==> src/rtl/fir_tap_buffer.sv <==
// fir_tap_buffer: circular sample store for the FIR datapath.
//
// Samples are written into a ring at write pointer wp. Logical tap index k
// (0 = newest) maps to physical slot (wp-1-k) mod DEPTH. A tap that has not
// been written since the last flush reads as zero. The memory itself is
// never cleared; only the fill count masks stale history.
//
// Ports:
//   clk          clock, all logic on the rising edge
//   rst          synchronous active-high reset (flush + zero tap outputs)
//   clr          synchronous flush: empties buffer, aborts sweep
//   in_valid     sample present
//   in_ready     buffer accepts sample (low while a sweep runs)
//   in_data      sample
//   rd_en        single tap read request (1-cycle latency)
//   rd_addr      logical tap index to read
//   sweep_start  stream all DEPTH taps, newest first, on consecutive cycles
//   tap_valid    tap_data/tap_idx valid this cycle
//   tap_data     tap value
//   tap_idx      logical index of tap_data
//   tap_last     final tap of a sweep
//   busy         sweep in progress
//   fill_count   samples held, saturates at DEPTH
//   full         fill_count == DEPTH
module fir_tap_buffer #(
  parameter int unsigned DATA_W = 16,
  parameter int unsigned DEPTH  = 64,
  parameter int unsigned ADDR_W = $clog2(DEPTH)
) (
  input  logic              clk,
  input  logic              rst,
  input  logic              clr,
  input  logic              in_valid,
  output logic              in_ready,
  input  logic [DATA_W-1:0] in_data,
  input  logic              rd_en,
  input  logic [ADDR_W-1:0] rd_addr,
  input  logic              sweep_start,
  output logic              tap_valid,
  output logic [DATA_W-1:0] tap_data,
  output logic [ADDR_W-1:0] tap_idx,
  output logic              tap_last,
  output logic              busy,
  output logic [ADDR_W:0]   fill_count,
  output logic              full
);

  typedef enum logic [0:0] {StIdle, StSweep} state_e;

  localparam logic [ADDR_W:0]   DepthW  = (ADDR_W + 1)'(DEPTH);
  localparam logic [ADDR_W-1:0] LastIdx = ADDR_W'(DEPTH - 1);

  logic [DATA_W-1:0] mem [DEPTH];

  state_e            state_q, state_d;
  logic [ADDR_W-1:0] cnt_q, cnt_d;
  logic [ADDR_W-1:0] wp_q, wp_d;
  logic [ADDR_W:0]   fill_q, fill_d;
  logic              tap_valid_q, tap_valid_d;
  logic              tap_last_q, tap_last_d;
  logic [DATA_W-1:0] tap_data_q, tap_data_d;
  logic [ADDR_W-1:0] tap_idx_q, tap_idx_d;

  logic              push;
  logic [ADDR_W-1:0] rd_phys, sw_phys;
  logic [DATA_W-1:0] rd_val, sw_val;

  // (wp-1-k) mod DEPTH without a divider: wp + DEPTH-1 - k lies in
  // [0, 2*DEPTH-2] for k < DEPTH, so one conditional subtract suffices.
  function automatic logic [ADDR_W-1:0] phys_idx(input logic [ADDR_W-1:0] wp,
                                                 input logic [ADDR_W-1:0] k);
    logic [ADDR_W:0] sum;
    sum = {1'b0, wp} + {1'b0, LastIdx} - {1'b0, k};
    if (sum >= DepthW) begin
      sum = sum - DepthW;
    end
    return sum[ADDR_W-1:0];
  endfunction

  // A tap is real only if it was written since the last flush.
  function automatic logic tap_ok(input logic [ADDR_W-1:0] k, input logic [ADDR_W:0] fill);
    return ({1'b0, k} < fill) && ({1'b0, k} < DepthW);
  endfunction

  assign busy       = (state_q == StSweep);
  assign in_ready   = !busy;
  assign fill_count = fill_q;
  assign full       = (fill_q == DepthW);
  assign tap_valid  = tap_valid_q;
  assign tap_last   = tap_last_q;
  assign tap_data   = tap_data_q;
  assign tap_idx    = tap_idx_q;

  assign push = in_valid && in_ready && !clr && !rst;

  always_comb begin
    rd_phys = phys_idx(wp_q, rd_addr);
    sw_phys = phys_idx(wp_q, cnt_q);
    rd_val  = tap_ok(rd_addr, fill_q) ? mem[rd_phys] : '0;
    sw_val  = tap_ok(cnt_q, fill_q) ? mem[sw_phys] : '0;
  end

  always_comb begin
    state_d     = state_q;
    cnt_d       = cnt_q;
    wp_d        = wp_q;
    fill_d      = fill_q;
    tap_valid_d = 1'b0;
    tap_last_d  = 1'b0;
    tap_data_d  = tap_data_q;
    tap_idx_d   = tap_idx_q;

    if (clr) begin
      state_d = StIdle;
      cnt_d   = '0;
      wp_d    = '0;
      fill_d  = '0;
    end else begin
      if (push) begin
        wp_d   = (wp_q == LastIdx) ? '0 : wp_q + 1'b1;
        fill_d = (fill_q == DepthW) ? fill_q : fill_q + 1'b1;
      end
      unique case (state_q)
        StIdle: begin
          if (sweep_start) begin
            state_d = StSweep;
            cnt_d   = '0;
          end else if (rd_en) begin
            // Reads the pre-edge contents; a same-cycle push is not visible.
            tap_valid_d = 1'b1;
            tap_idx_d   = rd_addr;
            tap_data_d  = rd_val;
          end
        end
        StSweep: begin
          tap_valid_d = 1'b1;
          tap_idx_d   = cnt_q;
          tap_data_d  = sw_val;
          tap_last_d  = (cnt_q == LastIdx);
          cnt_d       = cnt_q + 1'b1;
          if (cnt_q == LastIdx) begin
            state_d = StIdle;
          end
        end
        default: state_d = StIdle;
      endcase
    end
  end

  always_ff @(posedge clk) begin
    if (rst) begin
      state_q     <= StIdle;
      cnt_q       <= '0;
      wp_q        <= '0;
      fill_q      <= '0;
      tap_valid_q <= 1'b0;
      tap_last_q  <= 1'b0;
      tap_data_q  <= '0;
      tap_idx_q   <= '0;
    end else begin
      state_q     <= state_d;
      cnt_q       <= cnt_d;
      wp_q        <= wp_d;
      fill_q      <= fill_d;
      tap_valid_q <= tap_valid_d;
      tap_last_q  <= tap_last_d;
      tap_data_q  <= tap_data_d;
      tap_idx_q   <= tap_idx_d;
    end
  end

  // Sample storage has no reset: stale contents are hidden by fill_q.
  always_ff @(posedge clk) begin
    if (push) begin
      mem[wp_q] <= in_data;
    end
  end

endmodule

==> config.mk <==
export PLATFORM = sky130hd
export DESIGN_NAME = fir_tap_buffer
export DESIGN_NICKNAME = d
export VERILOG_FILES = /design/src/rtl/fir_tap_buffer.sv
export SDC_FILE = /design/constraint.sdc
export NUM_CORES = 1
export LEC_CHECK = 0
export CORE_UTILIZATION = 55
export DETAILED_ROUTE_END_ITERATION = 8
export PLACE_DENSITY = 0.79
export SLEW_MARGIN = 30
export SYNTH_ARGS = -nofsm -noshare
export SYNTH_HDL_FRONTEND = slang
export SYNTH_SLANG_ARGS = --single-unit
==> constraint.sdc <==
create_clock -name clk -period 8.5 [get_ports clk]
set_clock_uncertainty 0.05 [all_clocks]
set_input_delay 1.7 -clock clk [delete_from_list [all_inputs] [get_ports clk]]
set_output_delay 1.7 -clock clk [all_outputs]
set_load 0.02 [all_outputs]
==> impl_metrics.yaml <==
run_status:
  status: "finished, final reports clean"
synth:
  synth_cell_types: 73
  syn_avg_cell_area_um2: 18.04
  synth_edf_count: 1024
  synth-seq-cells: 1068
  yosys.area.top_type_share_pct: 60.61
  syn_inst: 2812
  synthTopCellsByArea: "edfxtp_1, mux4_2, mux2i_1, dfxtp_1, nand2_1"
  synth.most_common_cell: "edfxtp_1"
  synth_common_cells: "edfxtp_1, mux4_2, nand2_1"
  synth_area_mm2: 0.05073
  synth_nets: 2867
  synth_seq_area_share_pct: 62.35
  async_flop_share_pct: 0
  synth_flop_cell: "edfxtp_1"
  ys_warn_count: 0
  yosysTopAreaCell: "edfxtp_1"
clocking:
  cts_buffer_depth: 3
  htree_levels: 3
  ctsHoldBuffers: 0
  worstSkewPairLatency_ns: 0.70
  post_cts_resized: 0
  cts_tree: "yes"
  postCtsSetupBuffers: 0
  cts_root_buffer: "clkbuf_16"
  clk_pin_slew_ns: 0.06
  cts_made_buffers: 106
  clock-sinks: 1068
critical_path:
  path_class: "input port to register"
  cpPeakStageDelay_ns: 1.31
  critPathRequiredTime_ns: 9.05
  crit_buf_inv: 4
  slowest_stage: "fa_4"
  endpoint_kind: "register"
  cp.arrival_ns: 6.50
  cp_common_cell: "buf_4"
  cp_max_fo: 41
  cp_cell_sequence: "clkdlybuf4s50_1 -> ha_4 -> inv_1 -> fa_4 -> buf_4 -> buf_4 -> mux4_2 -> mux2i_1 -> a32oi_1 -> nand4_1 -> o311a_1 -> a311oi_1"
  critical-path-top-delay-family: "adder cells"
  startpoint_type: "input port"
pwr:
  p_int_uw: 8924
  pwr_density_cell_mw_per_mm2: 208.4
  peakVddDrop_mv: 0.1563
  leakage_uw: 0.01780
  p_seq_share_pct: 49.2
  clkPwrFrac_pct: 40.6
  combPwrFrac_pct: 10.2
  swShare_pct: 24.19
  p_sw_uw: 2848
placed_design:
  placed_area_mm2: 0.05291
  port_buffers: 61
  routabilityCongestion: 1.013
  place_hpwl_um: 96800
sta:
  maxSlewHeadroom_pct: 27.21
  max_slew.worst_pin.slew_ns: 1.091
  rsz0062_at_grt: "false"
  fin_crit_ns: 5.945
  setup_viol: 0
  tns_ns: 0
  timing.final.crit_share_pct: 69.94
  slew_violations: 0
  hold_violations: 0
  max_freq_mhz: 168.2
die:
  initial_utilization_pct: 55.43
  die_h_um: 305.7
  coreArea_mm2: 0.09152
  io_pins: 62
  fp-row-count: 111
  dieArea_mm2: 0.09346
  die_w_um: 305.7
drt:
  drc: 0
  wl_um: 159600
  first_pass_iters: 7
  antenna_left: 0
  routed-via-count: 31551
  viasPerCell: 7.584
  post_drt_wl_per_cell_um: 38.37
  drt_iter0_drc: 5703
grt:
  grt_pass1_wl_um: 228100
  gr-usage-all-layers_pct: 34.52
  antenna_found_initial: 12
  grt.overflow.total: 0
  first_global_vias: 31333
  grt_max_degree: 149
cells_and_area:
  design_area_mm2: 0.05649
  fin_nets: 2938
  area_delta_synth_final_pct: 11.35
  drive_gt1_share_pct: 29.70
job:
  cap_violations: 0
min_path:
  hold_class: "register to register"
[final timing paths]
path / end / cells after the start / from / slack [ns]
max reg2reg: tap_data[0] / 13 / wp_q[0] / 2.62
min reg2reg: tap_idx[4] / 2 / tap_idx[4] / 0.46
min: tap_idx[4] / 2 / tap_idx[4] / 0.46
max: tap_data[4] / 12 / rd_addr[0] / 2.56
[state kept, by name, indices dropped and copies added (netlist names)]
| signal | count |
|---|---|
| mem | 1024 |
| tap_data | 16 |
| fill_count | 7 |
| cnt_q | 6 |
| tap_idx | 6 |
| wp_q | 6 |
| busy | 1 |
| tap_last | 1 |
| tap_valid | 1 |
[cell type report]
cell class / instances / area [um2]
antenna: 1 / 2.502
clock buffer: 133 / 2868
clock inverter: 65 / 648.1
fill: 6134 / 35030
inverter: 28 / 105.1
multi-input combinational: 1490 / 18100
sequential: 1068 / 31630
tap: 1186 / 1484
timing repair buffer: 189 / 1657
[layer usage]
layer	part of all wire (%)	global-route usage, %
met1	33	46.15
met2	44	50.13
met3	17	12.14
met4	6.3	18.22
met5	0.049	0
[power by group through the flow]
stage / registers, uW / logic, uW / clock network [uW]
floorplan: 5900 / 676 / 0
global placement: 5900 / 1120 / 0
detailed placement: 5900 / 1140 / 0
CTS: 5790 / 1150 / 4780
global route: 5790 / 1220 / 4960
finish: 5790 / 1200 / 4780
[cells by family after synthesis]
group / count (synthesis) / synth area share [%]
xor+xnor: 21 / 0.4341
mux: 611 / 24.65
buf+inv: 254 / 2.474
fa+ha+maj: 27 / 0.6955
compound gates: 265 / 4.205
simple gates: 566 / 5.194
flops: 1068 / 62.35
[tightest hold or removal path: cells and delay by family (launching register included)]
kind            cells  cell delay [ns]
simple gates        1             0.10
flops               1             0.31
compound gates      1             0.06
[layout by cell type, fill, tap and decap left out, types with 10 or more instances in the layout]
master	Yosys	final
buf_2	70	11
clkinv_1	0	20
a31oi_1	14	14
nand2_1	229	229
clkbuf_16	0	109
o21ai_0	11	11
nand4_1	22	22
and3_1	61	61
mux2i_1	94	94
ha_1	25	23
nor2_1	128	99
a32oi_1	27	27
clkdlybuf4s50_1	0	45
o21bai_1	14	14
mux4_2	510	510
nand4b_1	10	10
a31o_1	13	13
nand3_1	55	55
clkbuf_1	88	19
a21oi_1	14	14
a2111oi_0	20	17
a311oi_1	39	39
a211oi_1	47	47
clkinv_2	0	19
nor2_2	1	23
a32o_1	13	13
edfxtp_1	1024	1024
inv_1	28	28
buf_4	49	122
nor3_1	14	13
o311a_1	13	13
dfxtp_1	44	44
bufinv_16	0	11
[metrics by stage]
| step | util [%] | instances | hold slack, ns | total power [uW] | setup slack, ns |
|---|---|---|---|---|---|
| global route | 61.72 | 4159 | 0.4870 | 11970 | 2.571 |
| global placement | 57.76 | 3959 | 0.4377 | 7024 | 2.046 |
| CTS | 61.65 | 4157 | 0.4619 | 11710 | 2.748 |
| finish | 61.72 | 4160 | 0.4617 | 11770 | 2.555 |
| floorplan | - | 2812 | 0.4596 | 6574 | 4.115 |
| detailed placement | 57.81 | 3959 | 0.4512 | 7041 | 2.062 |
Power figures use the tool's default switching activity.
